`src/rtl/store_mem_responder_if.sv`:
```
// Store/load bus between the conv2d kernels (master) and the memory responder (slave).
//   st_address/st_data/st_valid/st_ready : per-port store request, port i at slice i
//   st_done_valid/st_done_ready          : per-port store-complete token handshake
//   ld_address/ld_valid/ld_ready         : load request handshake
//   ld_data/ld_data_valid/ld_data_ready  : load result handshake
interface store_mem_responder_if #(
   parameter int unsigned NUM_PORTS = 5,
   parameter int unsigned ADDR_W    = 2,
   parameter int unsigned DATA_W    = 64
);
   logic [NUM_PORTS*ADDR_W-1:0] st_address;
   logic [NUM_PORTS*DATA_W-1:0] st_data;
   logic [NUM_PORTS-1:0]        st_valid;
   logic [NUM_PORTS-1:0]        st_ready;
   logic [NUM_PORTS-1:0]        st_done_valid;
   logic [NUM_PORTS-1:0]        st_done_ready;
   logic [ADDR_W-1:0]           ld_address;
   logic                        ld_valid;
   logic                        ld_ready;
   logic [DATA_W-1:0]           ld_data;
   logic                        ld_data_valid;
   logic                        ld_data_ready;

   modport master (
      output st_address, st_data, st_valid, st_done_ready,
      output ld_address, ld_valid, ld_data_ready,
      input  st_ready, st_done_valid, ld_ready, ld_data, ld_data_valid
   );

   modport slave (
      input  st_address, st_data, st_valid, st_done_ready,
      input  ld_address, ld_valid, ld_data_ready,
      output st_ready, st_done_valid, ld_ready, ld_data, ld_data_valid
   );
endinterface

```
`src/rtl/store_mem_responder.sv`:
```
// Memory-side responder for the kernel store interface.
// DEPTH x DATA_W register-file memory, NUM_PORTS store ports arbitrated round-robin
// (one write per cycle), one done token per accepted store, and one load port with a
// 1-entry output register (1-cycle latency, read-before-write against a same-edge store).
// Ports:
//   clock : rising-edge clock
//   reset : asynchronous active-low reset
//   bus   : store_mem_responder_if slave modport (store ports, done tokens, load port)
module store_mem_responder #(
   parameter int unsigned NUM_PORTS = 5,
   parameter int unsigned ADDR_W    = 2,
   parameter int unsigned DATA_W    = 64,
   parameter int unsigned DEPTH     = 4
) (
   input logic                  clock,
   input logic                  reset,
   store_mem_responder_if.slave bus
);
   localparam int unsigned PTR_W = (NUM_PORTS > 1) ? $clog2(NUM_PORTS) : 1;

   logic [DATA_W-1:0]    mem_q [DEPTH];
   logic [NUM_PORTS-1:0] done_pending_q;
   logic [PTR_W-1:0]     rr_ptr_q;
   logic [DATA_W-1:0]    ld_data_q;
   logic                 ld_data_valid_q;

   logic [ADDR_W-1:0]    port_addr [NUM_PORTS];
   logic [DATA_W-1:0]    port_data [NUM_PORTS];

   logic [NUM_PORTS-1:0] grant;
   logic                 grant_any;
   logic [PTR_W-1:0]     grant_idx;
   logic [PTR_W-1:0]     rr_ptr_d;
   logic [PTR_W-1:0]     scan_idx;
   int                   scan_sum;
   logic [ADDR_W-1:0]    wr_addr;
   logic [DATA_W-1:0]    wr_data;
   logic                 ld_ready_int;
   logic                 ld_accept;

   for (genvar i = 0; i < NUM_PORTS; i++) begin : g_unpack
      assign port_addr[i] = bus.st_address[i*ADDR_W +: ADDR_W];
      assign port_data[i] = bus.st_data[i*DATA_W +: DATA_W];
   end

   // Scan from rr_ptr upward with wrap; first eligible port wins.
   always_comb begin
      grant     = '0;
      grant_any = 1'b0;
      grant_idx = '0;
      scan_idx  = '0;
      scan_sum  = 0;
      wr_addr   = '0;
      wr_data   = '0;
      for (int k = 0; k < NUM_PORTS; k++) begin
         scan_sum = int'(rr_ptr_q) + k;
         if (scan_sum >= int'(NUM_PORTS)) begin
            scan_sum = scan_sum - int'(NUM_PORTS);
         end
         scan_idx = PTR_W'(scan_sum);
         if (!grant_any && bus.st_valid[scan_idx] && !done_pending_q[scan_idx]) begin
            grant_any         = 1'b1;
            grant[scan_idx]   = 1'b1;
            grant_idx         = scan_idx;
            wr_addr           = port_addr[scan_idx];
            wr_data           = port_data[scan_idx];
         end
      end
   end

   always_comb begin
      rr_ptr_d = rr_ptr_q;
      if (grant_any) begin
         rr_ptr_d = (grant_idx == PTR_W'(NUM_PORTS - 1)) ? '0 : grant_idx + 1'b1;
      end
   end

   assign ld_ready_int = !ld_data_valid_q || bus.ld_data_ready;
   assign ld_accept    = bus.ld_valid && ld_ready_int;

   // The combinational handshakes are gated so every output is 0 while reset is held.
   assign bus.st_ready      = grant & {NUM_PORTS{reset}};
   assign bus.st_done_valid = done_pending_q;
   assign bus.ld_ready      = ld_ready_int && reset;
   assign bus.ld_data       = ld_data_q;
   assign bus.ld_data_valid = ld_data_valid_q;

   always_ff @(posedge clock or negedge reset) begin
      if (!reset) begin
         for (int i = 0; i < DEPTH; i++) begin
            mem_q[i] <= '0;
         end
         done_pending_q  <= '0;
         rr_ptr_q        <= '0;
         ld_data_q       <= '0;
         ld_data_valid_q <= 1'b0;
      end else begin
         if (grant_any) begin
            mem_q[wr_addr] <= wr_data;
         end
         // A granted port is never pending, so set and clear never collide.
         done_pending_q <= (done_pending_q & ~bus.st_done_ready) | grant;
         rr_ptr_q       <= rr_ptr_d;
         // Non-blocking read of mem_q yields the pre-write value on a same-edge store.
         if (ld_accept) begin
            ld_data_q       <= mem_q[bus.ld_address];
            ld_data_valid_q <= 1'b1;
         end else if (bus.ld_data_ready) begin
            ld_data_valid_q <= 1'b0;
         end
      end
   end
endmodule

```
`src/flat_wrapper.sv`:
```
// flat-port wrapper written by rule: the top's interface ports become plain ports
module store_mem_responder_flat 
#(
   parameter int unsigned NUM_PORTS = 5,
   parameter int unsigned ADDR_W    = 2,
   parameter int unsigned DATA_W    = 64,
   parameter int unsigned DEPTH     = 4
)
  (clock, reset, bus_st_address, bus_st_data, bus_st_valid, bus_st_done_ready, bus_ld_address, bus_ld_valid, bus_ld_data_ready, bus_st_ready, bus_st_done_valid, bus_ld_ready, bus_ld_data, bus_ld_data_valid);
  store_mem_responder_if #(.NUM_PORTS(NUM_PORTS), .ADDR_W(ADDR_W), .DATA_W(DATA_W)) bus_i ();
  input logic clock;
  input logic reset;
  input wire logic [$bits(bus_i.st_address)-1:0] bus_st_address;
  input wire logic [$bits(bus_i.st_data)-1:0] bus_st_data;
  input wire logic [$bits(bus_i.st_valid)-1:0] bus_st_valid;
  input wire logic [$bits(bus_i.st_done_ready)-1:0] bus_st_done_ready;
  input wire logic [$bits(bus_i.ld_address)-1:0] bus_ld_address;
  input wire logic [$bits(bus_i.ld_valid)-1:0] bus_ld_valid;
  input wire logic [$bits(bus_i.ld_data_ready)-1:0] bus_ld_data_ready;
  output wire logic [$bits(bus_i.st_ready)-1:0] bus_st_ready;
  output wire logic [$bits(bus_i.st_done_valid)-1:0] bus_st_done_valid;
  output wire logic [$bits(bus_i.ld_ready)-1:0] bus_ld_ready;
  output wire logic [$bits(bus_i.ld_data)-1:0] bus_ld_data;
  output wire logic [$bits(bus_i.ld_data_valid)-1:0] bus_ld_data_valid;
  assign bus_i.st_address = bus_st_address;
  assign bus_i.st_data = bus_st_data;
  assign bus_i.st_valid = bus_st_valid;
  assign bus_i.st_done_ready = bus_st_done_ready;
  assign bus_i.ld_address = bus_ld_address;
  assign bus_i.ld_valid = bus_ld_valid;
  assign bus_i.ld_data_ready = bus_ld_data_ready;
  assign bus_st_ready = bus_i.st_ready;
  assign bus_st_done_valid = bus_i.st_done_valid;
  assign bus_ld_ready = bus_i.ld_ready;
  assign bus_ld_data = bus_i.ld_data;
  assign bus_ld_data_valid = bus_i.ld_data_valid;
  store_mem_responder #(.NUM_PORTS(NUM_PORTS), .ADDR_W(ADDR_W), .DATA_W(DATA_W), .DEPTH(DEPTH)) u_core (.clock(clock), .reset(reset), .bus(bus_i));
endmodule
```
`config.mk`:
```
export PLATFORM = sky130hd
export DESIGN_NAME = store_mem_responder_flat
export DESIGN_NICKNAME = d
export VERILOG_FILES = /design/src/rtl/store_mem_responder_if.sv /design/src/rtl/store_mem_responder.sv /design/src/flat_wrapper.sv
export SDC_FILE = /design/constraint.sdc
export NUM_CORES = 1
export LEC_CHECK = 0
export ABC_AREA = 1
export BUFFER_PORTS_ARGS = -buffer_cell sky130_fd_sc_hd__buf_2
export CAP_MARGIN = 15
export CORE_ASPECT_RATIO = 1.4
export CORE_MARGIN = 1.5
export CORE_UTILIZATION = 35
export DETAILED_ROUTE_END_ITERATION = 6
export PLACE_DENSITY = 0.5
export SETUP_SLACK_MARGIN = 0.3
export SLEW_MARGIN = 30
export SYNTH_ARGS = -nofsm -noshare
export SYNTH_HDL_FRONTEND = slang
export SYNTH_SLANG_ARGS = --single-unit
```
`constraint.sdc`:
```
create_clock -name clock -period 3.9 [get_ports clock]
set_input_delay 0.39 -clock clock [delete_from_list [all_inputs] [get_ports clock]]
set_output_delay 0.39 -clock clock [all_outputs]
set_load 0.02 [all_outputs]
```
Word-level counts from Yosys, hierarchy flattened
Index checks and enable logic that the tools add are counted.

Word-level logic and storage cells: 185. Register bits after elaboration: 329. Output and inout port bits: 76.

$add $sub $neg: 10. Bitwise operators: 15. Reductions and logical operators: 29. Mux-type cells: 99. Equality and inequality tests: 1. Order comparisons: 23.

Operators by type and width (count): $mux W64 (18); $bmux W64 S3 (5); $bwmux W256 (1); $bmux W64 S2 (1); $demux W64 S2 (1); $mux W3 (11); $bmux W1 S3 (10); $bmux W2 S3 (5); $mux W2 (15); $mux W5 (5); $or A5 B5 Y5 (5); $mux W1 (22); $ge A4 B4 Y1 const B (5); $lt A3 B4 Y1 const B (5); $not A3 Y4 (5); $logic_and A1 B1 Y1 (17); $ge A4 B3 Y1 const B (4); $demux W1 S3 (5); $ge A3 B1 Y1 const B (5); $sub A3 B3 Y3 const B (5); $and A5 B5 Y5 (2); $logic_not A1 Y1 (10); $ge A3 B3 Y1 const B (3); $add A3 B2 Y4 const B (2); other kinds (9) (10).

Logic depth before layout (Yosys ltp)
Gate-level depths: netlist (run 1).

Depth in word-level cells: 29. Depth in mapped cells: 27. Mapped depth without buffers: 26.

Least setup slack after synthesis (run 1)
OpenSTA, ideal clock, no wires.

Path type: reg2out. Start point: register u_core.rr_ptr_q[0]. End point: output port bus_st_ready[0]. Arrival: 3.250 ns. Cell stages (with the launch flop): 22. Data required time: 3.510 ns. Path slack: 0.260 ns. Path through: dfrtp_1 -> inv_2 -> ha_1 -> inv_1 -> fa_1 -> inv_1 -> nand2_2 -> a21oi_1 -> nor2_1 -> nand3_1 -> nand2_1 -> inv_1 -> nand2_1 -> inv_1 -> nand3_1 -> buf_2 -> buf_2 -> nor3_1 -> nor2_1 -> nand2_1 -> nor2_1 -> nor2_1.

Longest elaborated chain between the ends: 24. Elaborated cells between the ends (all ways): 96. Those cells by class: add/sub: 9; order compare: 15; mux: 44; bitwise: 5; reduce/logical: 23.

RTL lines: start: declaration (RTL line store_mem_responder.sv:23) `logic [PTR_W-1:0] rr_ptr_q;`; start signal: assignment (RTL line store_mem_responder.sv:103) `rr_ptr_q <= rr_ptr_d;`; parallel branches: the longest is 22 deep, another holds $add A3 B1 Y4; $mux W5 * (RTL line store_mem_responder.sv:61) `if (!grant_any && bus.st_valid[scan_idx] && !done_pending_q[scan_idx]) begin`; $and A5 B5 Y5 * (RTL line store_mem_responder.sv:82) `assign bus.st_ready = grant & {NUM_PORTS{reset}};`; end: declaration (RTL line flat_wrapper.sv:20) `output wire logic [$bits(bus_i.st_ready)-1:0] bus_st_ready;`.

Every way passes the cells marked *. The select of a mux whose other input is x is not followed.

Worst setup path in the final report (run 1)
Start point: register u_core.rr_ptr_q[1]. End point: output port bus_st_ready[3].

Same word-level chain as after synthesis.

==> qor.yml, run 1 <==
worst_setup_path:
  cp_max_fo: 6
  worstRegToRegCells: 15
  r2r_slack_ns: 0.19
  cp-startpoint: "u_core.rr_ptr_q[1]$_DFFE_PN0P_"
  cp-end-kind: "primary output"
  crit_path_end: "bus_st_ready[3]"
  r2r-end: "u_core.mem_q[163]$_DFFE_PN0P_"
  reg2reg_from: "u_core.rr_ptr_q[1]$_DFFE_PN0P_"
  cp.required_ns: 3.51
  path_class: "register to primary output"
  worst_setup_path_start_kind: "register"
  arrival_ns: 3.43
die:
  coreArea_um2: 85810
  dieWidth_um: 251.8
  rows: 127
  io_pins: 422
  start_util_pct: 35.34
  die_y_um: 351.3
  die_area_um2: 88430
logic_synthesis:
  synth_top_area_share_pct: 27.15
  syn-num-nets: 5386
  synth_area_um2: 30320
  synth.area.top_cells: "dfrtp_1, nand2_1, o21ai_0, nor2_1, o211ai_1"
  ys.flop_type: "dfrtp_1"
  yosys_warnings: 0
  synth.largest_area_cell: "dfrtp_1"
  ys_seq_area_share_pct: 27.15
  syn_avg_cell_area_um2: 6.031
  synth_cells: 5028
  synth-edff-count: 0
  async_reset_ff_share_pct: 100.0
  synth_seq_cells: 329
  synthDistinctLibCells: 48
run_status:
  outcome: "finished, final reports clean"
place:
  dp_hpwl_um: 93600
  post-place-cells: 6252
  io_buffers: 421
  place.gp.congestion: 0.9571
  placed_area_um2: 33820
grt:
  grt_pass1_vias: 35460
  antenna_found_initial: 49
  grt_max_degree: 185
  grt_overflow: 0
  grt.total_usage_pct: 32.64
  grt_pass1_wl_um: 222500
routing:
  antenna_left: 0
  met1Wirelength_um: 63680
  drcViolationCount: 0
  dr_wl_met3_um: 13860
  avgViaCountPerCell: 5.974
  wl_per_cell_um: 24.29
  wl_um: 156700
  dr.pass1.iters: 6
  wl_met2_um: 71660
  vias: 38550
  drt_iter0_markers: 3813
  top_layer: "met5"
layout:
  seq_area_um2: 8234
  layout_commonest_cell: "nand2_1"
  multiInputGateArea_um2: 20180
  num-fill-cells: 9274
  drive_above_1_share_pct: 18.44
  nNetsFinal: 5664
  final_util_pct: 43.73
  stdcell_count: 6453
  fin_area_um2: 37520
  area_growth_pct: 23.76
  final_cell_mix: "nand2_1, o21ai_0, nor2_1, buf_2, dfrtp_1"
clocking:
  ctsLongestPathBuffers: 3
  root_buffer: "clkbuf_16"
  cts_tree: "done"
  numCtsBuffers: 36
  cts_htree_levels: 2
  clk_pin_slew_ns: 0.07
  cts.sinks: 329
  clk_latency_ns: 0.58
timing:
  drv_slew: 0
  hold_violations: 0
  min_period_over_period_pct: 97.85
  max_slew_margin_pct: 30.36
  clock_skew_ns: 0.03125
  max_freq_ghz: 0.2620
  min_period_ns: 3.816
  finalSetupViolations: 0
  tightest_slew_ns: 1.045
  rsz0062_at_grt: "yes"
worst_hold_path:
  hold_path_class: "primary input to register"
  min_path_cells: 2
flow_run:
  cap_viol_max_count: 0
-- sequential cells by signal, indices dropped and copies added (netlist names) --
signal / count
u_core.mem_q: 256
u_core.bus.ld_data: 64
u_core.bus.st_done_valid: 5
u_core.rr_ptr_q: 3
u_core.bus.ld_data_valid: 1
-- worst min-delay path by stage --
stage	start	end	slack, ns
floorplan	reset	u_core.bus.ld_data[0]$_DFFE_PN0P_	0.09
global placement	reset	u_core.bus.st_done_valid[4]$_DFF_PN0_	0.41
detailed placement	reset	u_core.bus.st_done_valid[4]$_DFF_PN0_	0.42
CTS	bus_st_done_ready[3]	u_core.bus.st_done_valid[3]$_DFF_PN0_	0.04
global route	bus_st_done_ready[3]	u_core.bus.st_done_valid[3]$_DFF_PN0_	0.04
finish	bus_st_done_ready[3]	u_core.bus.st_done_valid[3]$_DFF_PN0_	0.05
-- kinds of logic after synthesis --
family,after synthesis,share of synthesized area (%)
simple gates,2426,32.92
compound gates,1499,29.09
buf+inv,760,10.23
flops,329,27.15
fa+ha+maj,12,0.5199
xor+xnor,2,0.08255
-- final cells by class --
cell class / count / share of cell area [%]
multi-input cells: 3942 / 53.77
clock buffers: 54 / 2.741
clock inverters: 10 / 0.3334
flip-flops and latches: 329 / 21.94
inverters: 311 / 3.184
diodes: 25 / 0.1667
repair buffers: 686 / 14.20
well taps: 1096 / 3.654
-- metal layers --
metal	global-route usage [%]	vias up
met5	0	-
met4	15.69	34
met3	5.491	469
met2	51.85	2041
met1	42.94	18210
li1	-	17790
-- critical path, stage by stage (launching register included) --
cell,delay (ns)
dfrtp_1,0.44
inv_2,0.14
ha_2,0.21
nand2_2,0.09
nand2_4,0.14
nand2_2,0.07
o21ai_2,0.07
buf_4,0.16
nor2_4,0.05
nand3_2,0.09
nand2_2,0.08
nor2_4,0.16
nand2_8,0.11
buf_12,0.16
nand3_4,0.16
nor2_4,0.05
nand2_1,0.08
nand3_1,0.10
a21oi_2,0.22
a21oi_2,0.08
buf_4,0.18
-- synthesized netlist by cell type, types with 3 or more instances --
cell         n
a21oi_1    168
a31oi_1    128
buf_1       31
buf_2       57
buf_4       21
buf_6       12
clkbuf_1   322
clkbuf_2     6
dfrtp_1    329
ha_1        11
inv_1      298
inv_2       11
nand2_1   1259
nand2_2     12
nand2_4      3
nand3_1    335
nand3_2      4
nand4_1     45
nor2_1     660
nor2_2       5
nor3_1      31
nor4_1      63
o211ai_1   293
o21ai_0    777
o21ai_1     16
o221ai_1   102
o22ai_1      3
-- through the flow --
stage / setup TNS, ns / hold WS (ns) / worst slack (ns)
3_3_place_gp: 0 / 0.4139 / 0.2340
4_1_cts: 0 / 0.04071 / 0.1422
6_report: 0 / 0.05164 / 0.08381
3_5_place_dp: 0 / 0.4162 / 0.2331
2_1_floorplan: 0 / 0.09441 / 0.3840
5_1_grt: -0.03041 / 0.04002 / -0.03041
-- repair_timing --
item                       4_1_cts  5_1_grt
cloned                           1       30
setup endpoints to repair      187      263
hold endpoints to repair        69        0
buffers inserted                44       33
hold buffers                     3        0
resized for setup               84      256
pin swaps                       25       40
Power of run 1 is not shown: default switching activity piles up to over one toggle a cycle in this logic, so the estimate is an artifact.
==> inputs of run 2 (changes only) <==
==> constraint.sdc (replaced) <==
create_clock -name clock -period 4.4 [get_ports clock]
set_input_delay 0.44 -clock clock [delete_from_list [all_inputs] [get_ports clock]]
set_output_delay 0.44 -clock clock [all_outputs]
set_load 0.02 [all_outputs]
==> run 2 against run 1 <==
  * Cell area fell by 6.1%
  * Die area did not move
  * Largest cell class unchanged
  * Worst hold slack got worse by 0.0099 ns
  * Count of clock-buffer cells in the layout rose by 2
  * Via count fell by 2.0%
  * Clock skew rose by 0.0059 ns
==> qor.yml, run 2 (synthesized netlist as in run 1, its figures left out) <==
layout:
  num-fill-cells: 9395  # +1.3%
  nNetsFinal: 5554  # -1.9%
  area_growth_pct: 16.20
  final_cell_mix: "nand2_1, o21ai_0, nor2_1, buf_2, nand3_1"
  stdcell_count: 6336  # -1.8%
  largest-register: "u_core.mem_q"
  layout_commonest_cell: "nand2_1"
  seq_area_um2: 8237  # about the same
  largest_reg_flops: 256  # unchanged
  multiInputGateArea_um2: 19460  # -3.5%
  fin_area_um2: 35240  # -6.1%
  drive_above_1_share_pct: 14.01  # -4.4 points
timing:
  holdWs_ns: 0.04175  # -0.009892 ns
  min_period_over_period_pct: 90.93
  max_freq_ghz: 0.2499
  min_period_ns: 4.001
  clock_skew_ns: 0.03720  # +0.005949 ns
  tightest_slew_ns: 0.9724  # -0.07230 ns
  hold_violations: 0  # unchanged
  finalSetupViolations: 0  # unchanged
  drv_slew: 0  # unchanged
  max_slew_margin_pct: 35.18  # +4.8 points
  setup_tns_ns: 0  # unchanged
  rsz0062_at_grt: "yes"
place:
  dp_hpwl_um: 93210  # -0.42%
  post-place-cells: 6215  # -0.59%
  placed_area_um2: 33440  # -1.1%
  place.gp.congestion: 0.9488  # -0.87%
  io_buffers: 421  # unchanged
worst_setup_path:
  critPathTopFamily: "simple AND/OR/NAND/NOR gates"
  r2r-end: "u_core.mem_q[185]$_DFFE_PN0P_"
  crit_chain: "inv_4 -> ha_1 -> inv_1 -> fa_2 -> inv_4 -> nand2_8 -> o21ai_4 -> buf_6 -> nand3_1 -> nor2_1 -> nor2_1 -> nand2_2 -> nand3_2 -> nor2_4 -> nand2_4 -> inv_4 -> nand3_2 -> and3_4 -> nor2_4 -> buf_6"
  cp.required_ns: 3.96  # +0.45 ns
  path_class: "register to primary output"
  cp_slowest_stage_delay_ns: 0.44  # about the same
  cp-startpoint: "u_core.rr_ptr_q[0]$_DFFE_PN0P_"
  cp_common_cell: "inv_4"
  crit_path_end: "bus_st_ready[2]"
  worstRegToRegCells: 18  # +3
  path_depth: 20  # unchanged
  path_buf_inv: 6  # +2
  r2r_slack_ns: 0.50  # +0.31 ns
  crit_slowest_cell: "dfrtp_2"
  cp-end-kind: "primary output"
  reg2reg_from: "u_core.rr_ptr_q[0]$_DFFE_PN0P_"
  worst_setup_path_start_kind: "register"
  arrival_ns: 3.56  # +0.13 ns
  cp_max_fo: 7  # +1
grt:
  grt.total_usage_pct: 32.55  # -0.083 points
  grt_max_degree: 158  # -15%
  grt_pass1_wl_um: 221900  # -0.29%
  grt_pass1_vias: 34970  # -1.4%
  grt_overflow: 0  # unchanged
  antenna_found_initial: 49  # unchanged
clocking:
  ctsLongestPathBuffers: 3  # unchanged
  numCtsBuffers: 36  # unchanged
  cts_tree: "done"
  cts.sinks: 329  # unchanged
  cts_htree_levels: 2  # unchanged
  root_buffer: "clkbuf_16"
  clk_pin_slew_ns: 0.06  # about the same
  clk_latency_ns: 0.57  # about the same
routing:
  drcViolationCount: 0  # unchanged
  dr.pass1.iters: 7  # +1
  wl_per_cell_um: 23.52  # -3.2%
  drt_iter0_markers: 4134  # +8.4%
  antenna_left: 0  # unchanged
  vias: 37790  # -2.0%
  avgViaCountPerCell: 5.964  # -0.17%
  wl_um: 149000  # -4.9%
die:
  die_y_um: 351.3  # unchanged
  rows: 127  # unchanged
  io_pins: 422  # unchanged
  dieWidth_um: 251.8  # unchanged
  coreArea_um2: 85810  # unchanged
  die_area_um2: 88430  # unchanged
  start_util_pct: 35.34  # unchanged
run_status:
  outcome: "finished, final reports clean"
flow_run:
  cap_viol_max_count: 0  # unchanged
worst_hold_path:
  hold_path_class: "primary input to register"
run 2: layer usage:
layer / part of all wire (%) / global-route usage, %
met3: 9.4 / 6.593
met5: 0.19 / 0
met2: 45 / 51.41
met4: 4.3 / 14.62
met1: 41 / 42.77
run 2: worst reg2reg max path, cell delays in order (launching register included):
cell     delay, ns
dfrtp_2       0.44
buf_12        0.17
ha_1          0.23
nand2_2       0.09
nand2_4       0.10
inv_2         0.08
nand2_1       0.08
nand2_4       0.11
buf_4         0.40
nor2_1        0.20
inv_2         0.50
buf_12        0.28
o21ai_0       0.10
nand3_1       0.11
o21ai_0       0.08
nor2_1        0.16
nand3_1       0.37
nand3_1       0.21
nand2_1       0.07
run 2: worst min-delay path by stage:
| stage | from | endpoint | slack [ns] | depth (start not counted) |
|---|---|---|---|---|
| 3_5_place_dp | reset | u_core.bus.st_done_valid[4]$_DFF_PN0_ | 0.39 | 1 |
| 5_1_grt | bus_st_done_ready[0] | u_core.bus.st_done_valid[0]$_DFF_PN0_ | 0.06 | 2 |
| 2_1_floorplan | reset | u_core.bus.ld_data[0]$_DFFE_PN0P_ | 0.14 | 0 |
| 6_report | bus_st_done_ready[0] | u_core.bus.st_done_valid[0]$_DFF_PN0_ | 0.04 | 2 |
| 4_1_cts | bus_st_done_ready[0] | u_core.bus.st_done_valid[0]$_DFF_PN0_ | 0.02 | 2 |
| 3_3_place_gp | reset | u_core.bus.st_done_valid[4]$_DFF_PN0_ | 0.39 | 1 |
run 2: cell type report:
type | count | area share (%)
well taps | 1096 | 3.892
repair buffers | 576 | 10.92
diodes | 21 | 0.1491
multi-input cells | 3942 | 55.24
inverters | 311 | 3.366
flip-flops and latches | 329 | 23.38
clock inverters | 5 | 0.1207
clock buffers | 56 | 2.940
run 2: stage by stage:
step	util (%)	setup WS, ns
6_report	41.06	0.3991
5_1_grt	41.05	0.2173
4_1_cts	40.51	0.3049
3_5_place_dp	38.97	0.5252
3_3_place_gp	38.93	0.4997
2_1_floorplan	-	0.7101
run 2: what timing repair did:
item / 4_1_cts / 5_1_grt
buffers inserted: 11 / 23
gates cloned: 2 / 1
endpoints found under the hold margin: 42 / 0
hold buffers: 1 / 0
resized for setup: 34 / 51
setup endpoints to repair: 5 / 184
pin swaps: 5 / 13
Power of run 2 is left out for the same reason.
